==> config.mk <==
export PLATFORM = sky130hd
export DESIGN_NAME = uart_rx_frame
export DESIGN_NICKNAME = d
export VERILOG_FILES = /design/src/rtl/uart_pkg.sv /design/src/rtl/uart_rx_byte.sv /design/src/rtl/uart_rx_frame.sv
export SDC_FILE = /design/constraint.sdc
export NUM_CORES = 2
export LEC_CHECK = 0
export ABC_AREA = 1
export ABC_CLOCK_PERIOD_IN_PS = 29900
export BUFFER_PORTS_ARGS = -buffer_cell sky130_fd_sc_hd__buf_2
export CORE_AREA = 3 3 284 286
export CTS_CLUSTER_DIAMETER = 30
export DETAILED_ROUTE_END_ITERATION = 8
export DIE_AREA = 0 0 287 289
export HOLD_SLACK_MARGIN = 0.06
export PLACE_DENSITY_LB_ADDON = 0.12
export SYNTH_ARGS = -nofsm -noshare
export SYNTH_HDL_FRONTEND = slang
export SYNTH_SLANG_ARGS = --single-unit
==> constraint.sdc <==
create_clock -name clk -period 29.9 [get_ports clk]
set_input_delay 0 -clock clk [delete_from_list [all_inputs] [get_ports clk]]
set_output_delay 0 -clock clk [all_outputs]
set_load 0.1 [all_outputs]
==> src/rtl/uart_pkg.sv <==
// Shared UART link constants: default line timing, receiver state encoding and
// the frame length used by both ends of the pipeline link.
package uart_pkg;

    localparam int unsigned DEFAULT_CLOCK_FREQ = 100_000_000;
    localparam int unsigned DEFAULT_BAUD_RATE  = 9600;
    localparam int unsigned FRAME_BYTES        = 50;

    localparam logic [2:0] IDLE      = 3'd0;
    localparam logic [2:0] START     = 3'd1;
    localparam logic [2:0] DATA      = 3'd2;
    localparam logic [2:0] STOP      = 3'd3;
    localparam logic [2:0] WAIT_IDLE = 3'd4;

    function automatic int unsigned calc_divisor(input int unsigned clock_freq,
                                                 input int unsigned baud_rate);
        return clock_freq / baud_rate;
    endfunction

endpackage

==> src/rtl/uart_rx_byte.sv <==
// 8N1 byte receiver: input synchronizer plus bit-level state machine.
// byte_valid/stop_err are combinational strobes on the mid-stop-bit sample cycle.
module uart_rx_byte
    import uart_pkg::*;
#(
    parameter int unsigned CLOCK_FREQ = DEFAULT_CLOCK_FREQ,
    parameter int unsigned BAUD_RATE  = DEFAULT_BAUD_RATE
) (
    input  logic       clk,
    input  logic       rst,
    input  logic       rx,
    input  logic       clr,
    output logic [7:0] byte_data,
    output logic       byte_valid,
    output logic       stop_err,
    output logic       idle
);

    localparam int unsigned DIVISOR  = calc_divisor(CLOCK_FREQ, BAUD_RATE);
    localparam int unsigned HALF     = DIVISOR / 2;
    localparam logic [15:0] HALF_END = 16'(HALF - 1);
    localparam logic [15:0] BIT_END  = 16'(DIVISOR - 1);

    logic        rx_meta;
    logic        rx_s;
    logic [2:0]  state;
    logic [15:0] cnt;
    logic [2:0]  bit_idx;
    logic [7:0]  shift_byte;
    logic        stop_tick;

    always_ff @(posedge clk or posedge rst) begin
        if (rst) begin
            rx_meta <= 1'b1;
            rx_s    <= 1'b1;
        end else begin
            rx_meta <= rx;
            rx_s    <= rx_meta;
        end
    end

    assign stop_tick  = (state == STOP) && (cnt == BIT_END);
    assign byte_valid = stop_tick && rx_s;
    assign stop_err   = stop_tick && !rx_s;
    assign byte_data  = shift_byte;
    assign idle       = (state == IDLE);

    always_ff @(posedge clk or posedge rst) begin
        if (rst) begin
            state      <= IDLE;
            cnt        <= '0;
            bit_idx    <= '0;
            shift_byte <= '0;
        end else if (clr) begin
            state <= IDLE;
            cnt   <= '0;
        end else begin
            case (state)
                IDLE: begin
                    cnt <= '0;
                    if (!rx_s) state <= START;
                end
                START: begin
                    if (cnt == HALF_END) begin
                        cnt     <= '0;
                        bit_idx <= '0;
                        state   <= rx_s ? IDLE : DATA;
                    end else begin
                        cnt <= cnt + 16'd1;
                    end
                end
                // Counting from mid-start keeps every later sample at mid-bit.
                DATA: begin
                    if (cnt == BIT_END) begin
                        cnt                 <= '0;
                        shift_byte[bit_idx] <= rx_s;
                        bit_idx             <= bit_idx + 3'd1;
                        if (bit_idx == 3'd7) state <= STOP;
                    end else begin
                        cnt <= cnt + 16'd1;
                    end
                end
                STOP: begin
                    if (stop_tick) begin
                        cnt   <= '0;
                        state <= rx_s ? IDLE : WAIT_IDLE;
                    end else begin
                        cnt <= cnt + 16'd1;
                    end
                end
                WAIT_IDLE: begin
                    cnt <= '0;
                    if (rx_s) state <= IDLE;
                end
                default: begin
                    cnt   <= '0;
                    state <= IDLE;
                end
            endcase
        end
    end

endmodule

==> src/rtl/uart_rx_frame.sv <==
// Packs NUM_BYTES received bytes (byte 0 in the LSBs) into one frame and
// publishes it atomically with a one-cycle frame_valid pulse.
module uart_rx_frame
    import uart_pkg::*;
#(
    parameter int unsigned CLOCK_FREQ = DEFAULT_CLOCK_FREQ,
    parameter int unsigned BAUD_RATE  = DEFAULT_BAUD_RATE,
    parameter int unsigned NUM_BYTES  = FRAME_BYTES
) (
    input  logic                             clk,
    input  logic                             rst,
    input  logic                             rx,
    input  logic                             clr,
    output logic [8*NUM_BYTES-1:0]           data_out,
    output logic                             frame_valid,
    output logic                             busy,
    output logic                             framing_error,
    output logic [$clog2(NUM_BYTES+1)-1:0]   byte_cnt
);

    localparam int unsigned CW = $clog2(NUM_BYTES + 1);
    localparam logic [CW-1:0] LAST_SLOT = CW'(NUM_BYTES - 1);

    logic [7:0]             byte_data;
    logic                   byte_valid;
    logic                   stop_err;
    logic                   rx_idle;
    logic [8*NUM_BYTES-1:0] frame_buf;
    logic [8*NUM_BYTES-1:0] next_buf;

    uart_rx_byte #(
        .CLOCK_FREQ (CLOCK_FREQ),
        .BAUD_RATE  (BAUD_RATE)
    ) u_rx_byte (
        .clk        (clk),
        .rst        (rst),
        .rx         (rx),
        .clr        (clr),
        .byte_data  (byte_data),
        .byte_valid (byte_valid),
        .stop_err   (stop_err),
        .idle       (rx_idle)
    );

    // Buffer with the incoming byte merged in, so the final byte lands in
    // data_out on the same edge that accepts it.
    always_comb begin
        next_buf                          = frame_buf;
        next_buf[int'(byte_cnt) * 8 +: 8] = byte_data;
    end

    assign busy = !rx_idle || (byte_cnt != '0);

    always_ff @(posedge clk or posedge rst) begin
        if (rst) begin
            frame_buf     <= '0;
            data_out      <= '0;
            frame_valid   <= 1'b0;
            framing_error <= 1'b0;
            byte_cnt      <= '0;
        end else begin
            frame_valid   <= 1'b0;
            framing_error <= 1'b0;
            if (clr) begin
                byte_cnt <= '0;
            end else if (byte_valid) begin
                frame_buf <= next_buf;
                if (byte_cnt == LAST_SLOT) begin
                    data_out    <= next_buf;
                    frame_valid <= 1'b1;
                    byte_cnt    <= '0;
                end else begin
                    byte_cnt <= byte_cnt + CW'(1);
                end
            end else if (stop_err) begin
                framing_error <= 1'b1;
                byte_cnt      <= '0;
            end
        end
    end

endmodule

* After elaboration in Yosys (flattened, before gate mapping) *
Cells that the tools add are included.

operators by class
  reduce and logical (&&, ||, !) cells = 16
  shift operators = 2
  magnitude comparators = 2
  muxes and demuxes = 32
  bitwise operators = 1
  equality and inequality tests = 16
  add/sub/neg operators = 4

operators by type and width
  kind                                                     number
  bitwise mux 400 bit                                      1
  variable shift 8 x 33 -> 400 bit (first input constant)  1
  variable part select 8 x 33 -> 400 bit                   1
  2-to-1 mux 16 bit                                        4
  one-hot mux 16 bit (3 select lines)                      1
  negation 9 -> 33 bit                                     1
  2-to-1 mux 3 bit                                         10
  2-to-1 mux 6 bit                                         4
  adder 16 x 1 -> 16 bit (second input constant)           1
  == test 16 x 13 -> 1 bit (second input constant)         1
  == test 16 x 14 -> 1 bit (second input constant)         1
  inequality test 3 x 2 -> 1 bit (second input constant)   5
  one-hot mux 3 bit (5 select lines)                       1
  bitwise mux 8 bit                                        1
  2-to-1 mux 1 bit                                         7
  adder 6 x 1 -> 6 bit (second input constant)             1
  == test 3 x 2 -> 1 bit (second input constant)           2
  == test 3 bit (second input constant)                    2
  == test 6 bit (second input constant)                    1
  one-hot mux 3 bit (2 select lines)                       1
  AND reduction 3 bit                                      2
  AND reduction 6 bit                                      1
  nonzero test 6 bit                                       1
  logical AND 1 bit                                        4
  other kinds (16)                                         18

storage, ports and cells
  flip-flop bits (word level) = 840
  logic and storage cells = 84

* Depth between registers and ports, before layout *
  depth in word-level cells = 6
  mapped depth = 16
  gate-level depth less buffers = 14

* Modules after synthesis *
A second synthesis with hierarchy kept.

unflattened totals
  cell total of the unflattened synthesis = 5214
  area total of the unflattened synthesis = 39501.6 um^2

modules (own cells, without submodules)
  module         area an instance (um^2)  cells each  instances
  uart_rx_frame  37606.1                  4974        1
  uart_rx_byte   1895.6                   240         1

* Worst setup path after synthesis *
No wires, ideal clock.

  path type = reg2reg
  from = reg byte_cnt[0]
  to = reg frame_buf[296]
  slack = 26.756 ns
  data required time = 29.770 ns
  clock period less this slack = 3.144 ns
  buffers on the path = 4
  data arrival time = 3.014 ns
  cell stages (with the launch flop) = 15
  cells stage by stage = dfrtp_1 -> inv_2 -> buf_2 -> ha_1 -> nand2_1 -> nand2_1 -> buf_6 -> clkinv_2 -> nand2_2 -> nor3_4 -> buf_4 -> buf_6 -> nand4_1 -> nand3_1 -> o21ai_0

on the way
  longest elaborated chain between the ends = 3
  elaborated cells between the ends (all ways) = 4
  those cells by class = add/sub: 1; shift: 2; mux: 1

ends and longest elaborated chain
  item                                                                                               line                 text
  start: declaration                                                                                 uart_rx_frame.sv:18  output logic [$clog2(NUM_BYTES+1)-1:0] byte_cnt
  start signal: assignment                                                                           uart_rx_frame.sv:73  byte_cnt <= byte_cnt + CW'(1);
  negation 9 -> 33 bit (*)                                                                           uart_rx_frame.sv:49  next_buf[int'(byte_cnt) * 8 +: 8] = byte_data;
  variable part select 8 x 33 -> 400 bit / variable shift 8 x 33 -> 400 bit (equally long branches)  uart_rx_frame.sv:49
  bitwise mux 400 bit (*)                                                                            uart_rx_frame.sv:49
  end signal: assignment                                                                             uart_rx_frame.sv:67  frame_buf <= next_buf;
  end: declaration                                                                                   uart_rx_frame.sv:28  logic [8*NUM_BYTES-1:0] frame_buf;

Every way passes the cells marked *; elsewhere a longest branch is shown, timed or not.
A chain may end at the register's enable or synchronous reset.

* Final worst setup path *
  from = reg u_rx_byte.cnt[8]
  to = reg frame_buf[189]

on the way
  longest elaborated chain between the ends = 4

ends and longest elaborated chain
  item                           line                text
  start: declaration             uart_rx_byte.sv:27  logic [15:0] cnt;
  start signal: assignment       uart_rx_byte.sv:69  cnt <= cnt + 16'd1;
  start signal: assignment       uart_rx_byte.sv:80  cnt <= cnt + 16'd1;
  start signal: assignment       uart_rx_byte.sv:88  cnt <= cnt + 16'd1;
  == test 16 x 14 -> 1 bit       uart_rx_byte.sv:42  assign stop_tick = (state == STOP) && (cnt == BIT_END);
  logical AND 1 bit              uart_rx_byte.sv:42
  logical AND 1 bit              uart_rx_byte.sv:43  assign byte_valid = stop_tick && rx_s;
  AND reduction 2 bit (no line)  n/a

Every way passes these cells.

==> results.yml <==
status:
  status: "finished, final reports clean"
timing:
  fin_crit_sh_pct: 17.0
  maxSlewHeadroom_pct: 19.7
  hold_slack_ns: 0.208
  tightest_slew_ns: 1.20
  fin_worst_skew_ns: 0.0377
  setup_viol: 0
  final.setup.tns_ns: 0
  min_period_ns: 5.09
  final_hold_viol_count: 0
  maxSlewViolCount: 0
  max_freq_mhz: 197
  rsz0062_at_grt: "no"
routing:
  via_per_inst: 5.46
  routed_wirelength_microns: 126000
  first_iter_violations: 3561
  first_pass_iters: 6
  drtAntennaViolNets: 0
  via_count: 35800
  post_drt_wl_per_cell_microns: 19.2
  route.detailed.drc: 0
final_layout:
  diodes: 0
  drive_above_1_share_pct: 15.4
  fin_cells: 6565
  design_area_sq_mm: 0.0479
  final_net_count: 5381
  areaGrowthSynthToFinish_pct: 22.8
yosys:
  ys.flop_type: "dfrtp_1"
  yosys_warnings: 0
  synth-seq-area-share_pct: 53.8
  async_reset_ff_share_pct: 100
  synth_top_area_share_pct: 53.7
  ys_ff_latch: 840
  synthCells: 5017
  syn_area_sq_mm: 0.0390
  synth-edff-count: 0
  yosysTopAreaCell: "dfrtp_1"
  avgSynthCellArea_sq_um: 7.78
  syn_nets: 5028
  synthTopCellsByArea: "dfrtp_1 (54%), nand2_1 (20%), nand3_1 (10%), inv_1 (3.2%), o21ai_0 (3.0%)"
  ys_types: 38
floorplan:
  fp.dieArea_sq_mm: 0.0829
  rows: 103
  die_y_microns: 289
  core_area_sq_mm: 0.0786
  die_x_microns: 287
  io_pins: 413
  start_util_pct: 49.7
critical_path:
  cp_top_family: "buffers and inverters"
  worstPathRequired_ns: 30.55
  cpMostUsedCell: "buf_4"
  crit_path_max_fanout: 224
  critPathSlowestCell: "buf_4"
  endpoint_kind: "flop"
  worstPathArrival_ns: 5.74
  cp_num_buf_inv: 5
  crit_chain: "nor2_1 -> inv_1 -> nor4_2 -> nand4_1 -> nor2_4 -> buf_4 -> buf_12 -> buf_4 -> buf_4 -> nand3_1 -> o21ai_0"
  startpoint_type: "flop"
  critPathKind: "flop to flop"
  max_stage_delay_ns: 0.94
pwr:
  p_clk_share_pct: 62.7
  combPwrFrac_pct: 2.1
  cellInternalPower_mw: 2.55
  switching_share_pct: 22.1
  switching_power_mw: 0.723
  finalPower_mw: 3.28
  power_density_mw_per_mm2: 68.4
  seq_power_share_pct: 35.2
  power.leakage_nw: 26.3
  vdd_drop_max_uv: 54.3
placement:
  dp_hpwl_microns: 81100
  placed_area_sq_mm: 0.0415
  io_buffer_count: 412
  place_congestion: 0.875
  dp_cells: 6236
clock_tree:
  clkSinkCount: 840
  clkSlewWorstSetupHoldPaths_ns: 0.05
  cts.path.max_buffers: 3
  htreeDepth: 4
  cts-root-buf: "clkbuf_16"
  tritoncts: "yes"
  cts_made_buffers: 177
  clk-insertion-delay-late_ns: 0.75
  cts_setup_buffers: 0
global_routing:
  grt_pass1_vias: 33900
  grtUsageTotal_pct: 30.1
  grt_antenna_before_repair: 3
  grt_max_degree: 225
  grt_pass1_wl_microns: 196000
  grt-ovfl-total: 0
job:
  maxCapViolations: 0
min_path:
  hold_path.class: "input port to flop"
[cell usage in the layout, fill, tap and decap left out, types with 4 or more instances in the layout]
cell type         n
dfrtp_1         838
o22ai_1           4
inv_6            11
clkinv_2         26
clkinvlp_4       14
clkinv_4         11
nand2_2           8
nor2_4            9
ha_1              7
or2_2            48
clkbuf_8         29
buf_2           412
inv_2             4
buf_4            32
a21oi_1           4
o21ai_1          27
nand3_1         814
nand2_1        2116
clkbuf_1         20
bufinv_16        26
nor2_1           84
inv_1           335
clkbuf_16       178
inv_16            4
dlygate4sd3_1     5
xor2_1            8
nor2_2           12
nand4_1         113
nor3_1           47
o21ai_0         231
[synth_stat cells (22+ instances only)]
library cell / instances
clkbuf_1: 107
inv_1: 337
nor2_1: 88
or2_2: 48
nor3_1: 47
dfrtp_1: 838
nand2_1: 2119
buf_2: 137
nand4_1: 113
buf_1: 22
o21ai_0: 231
nand3_1: 814
o21ai_1: 27
[sequential cells by signal, summed over array words and instances, names as in the netlist]
register and flops:
data_out 400, frame_buf 400, u_rx_byte.cnt 16, u_rx_byte.byte_data 8, byte_cnt 6, u_rx_byte.bit_idx 3
u_rx_byte.state 3, frame_valid 1, framing_error 1, u_rx_byte.rx_meta 1, u_rx_byte.rx_s 1
[final timing paths]
path	slack (ns)	from	depth (start not counted)	to
worst max-delay path	24.81	u_rx_byte.cnt[8]	11	frame_buf[189]
worst min-delay path	0.21	clr	3	u_rx_byte.cnt[15]
worst max register to register	24.81	u_rx_byte.cnt[8]	11	frame_buf[189]
worst min register to register	0.37	u_rx_byte.rx_meta	0	u_rx_byte.rx_s
max in group asynchronous	26.20	rst	7	data_out[144]
min in group asynchronous	0.59	rst	4	data_out[1]
[power by group through the flow]
| stage | clock (mW) | sequential (mW) | combinational, mW |
|---|---|---|---|
| 3_3_place_gp | 0 | 1.17 | 0.0677 |
| 2_1_floorplan | 0 | 1.17 | 0.0516 |
| 6_report | 2.05 | 1.15 | 0.0679 |
| 3_5_place_dp | 0 | 1.17 | 0.0682 |
| 5_1_grt | 2.14 | 1.15 | 0.0785 |
| 4_1_cts | 2.08 | 1.15 | 0.0691 |
[per-stage QoR]
| step | setup WS [ns] | utilization (%) |
|---|---|---|
| after floorplan | 6.30 | - |
| after global placement | 24.97 | 52.8 |
| after detailed placement | 24.89 | 52.8 |
| after CTS | 24.84 | 61.0 |
| after global routing | 24.31 | 61.0 |
| final | 24.81 | 61.0 |
[worst min-delay path: stages]
cell	delay, ns
dlygate4sd3_1	0.58
buf_2	0.23
nor2_1	0.09
[final cells by class]
type | count | area, sq um
clock buffers | 227 | 4930
flip-flops and latches | 840 | 21000
inverters | 345 | 1310
repair buffers | 452 | 2410
multi-input cells | 3554 | 15500
well taps | 1050 | 1310
fillers | 6924 | 30700
clock inverters | 97 | 1420
[logic make-up after synthesis]
| family | count (synthesis) | share of synthesized area (%) |
|---|---|---|
| compound gates | 268 | 3.46 |
| xor+xnor | 10 | 0.224 |
| fa+ha+maj | 7 | 0.224 |
| buf+inv | 623 | 6.59 |
| flops | 840 | 53.8 |
| simple gates | 3269 | 35.7 |
[layer usage]
layer,track usage [%],up-vias,part of all wire [%]
met5,0,-,0.018
met4,13.5,4,4.3
met3,6.50,284,7.7
met2,46.7,1433,46
met1,40.9,17200,42
li1,-,16900,-
[timing repair]
item / 4_1_cts / 5_1_grt
gates resized for setup: 0 / 0
endpoints found under the hold margin: 139 / 0
endpoints found under the setup margin: 0 / 0
hold buffers: 5 / 0
(Power assumes the default switching activity.)
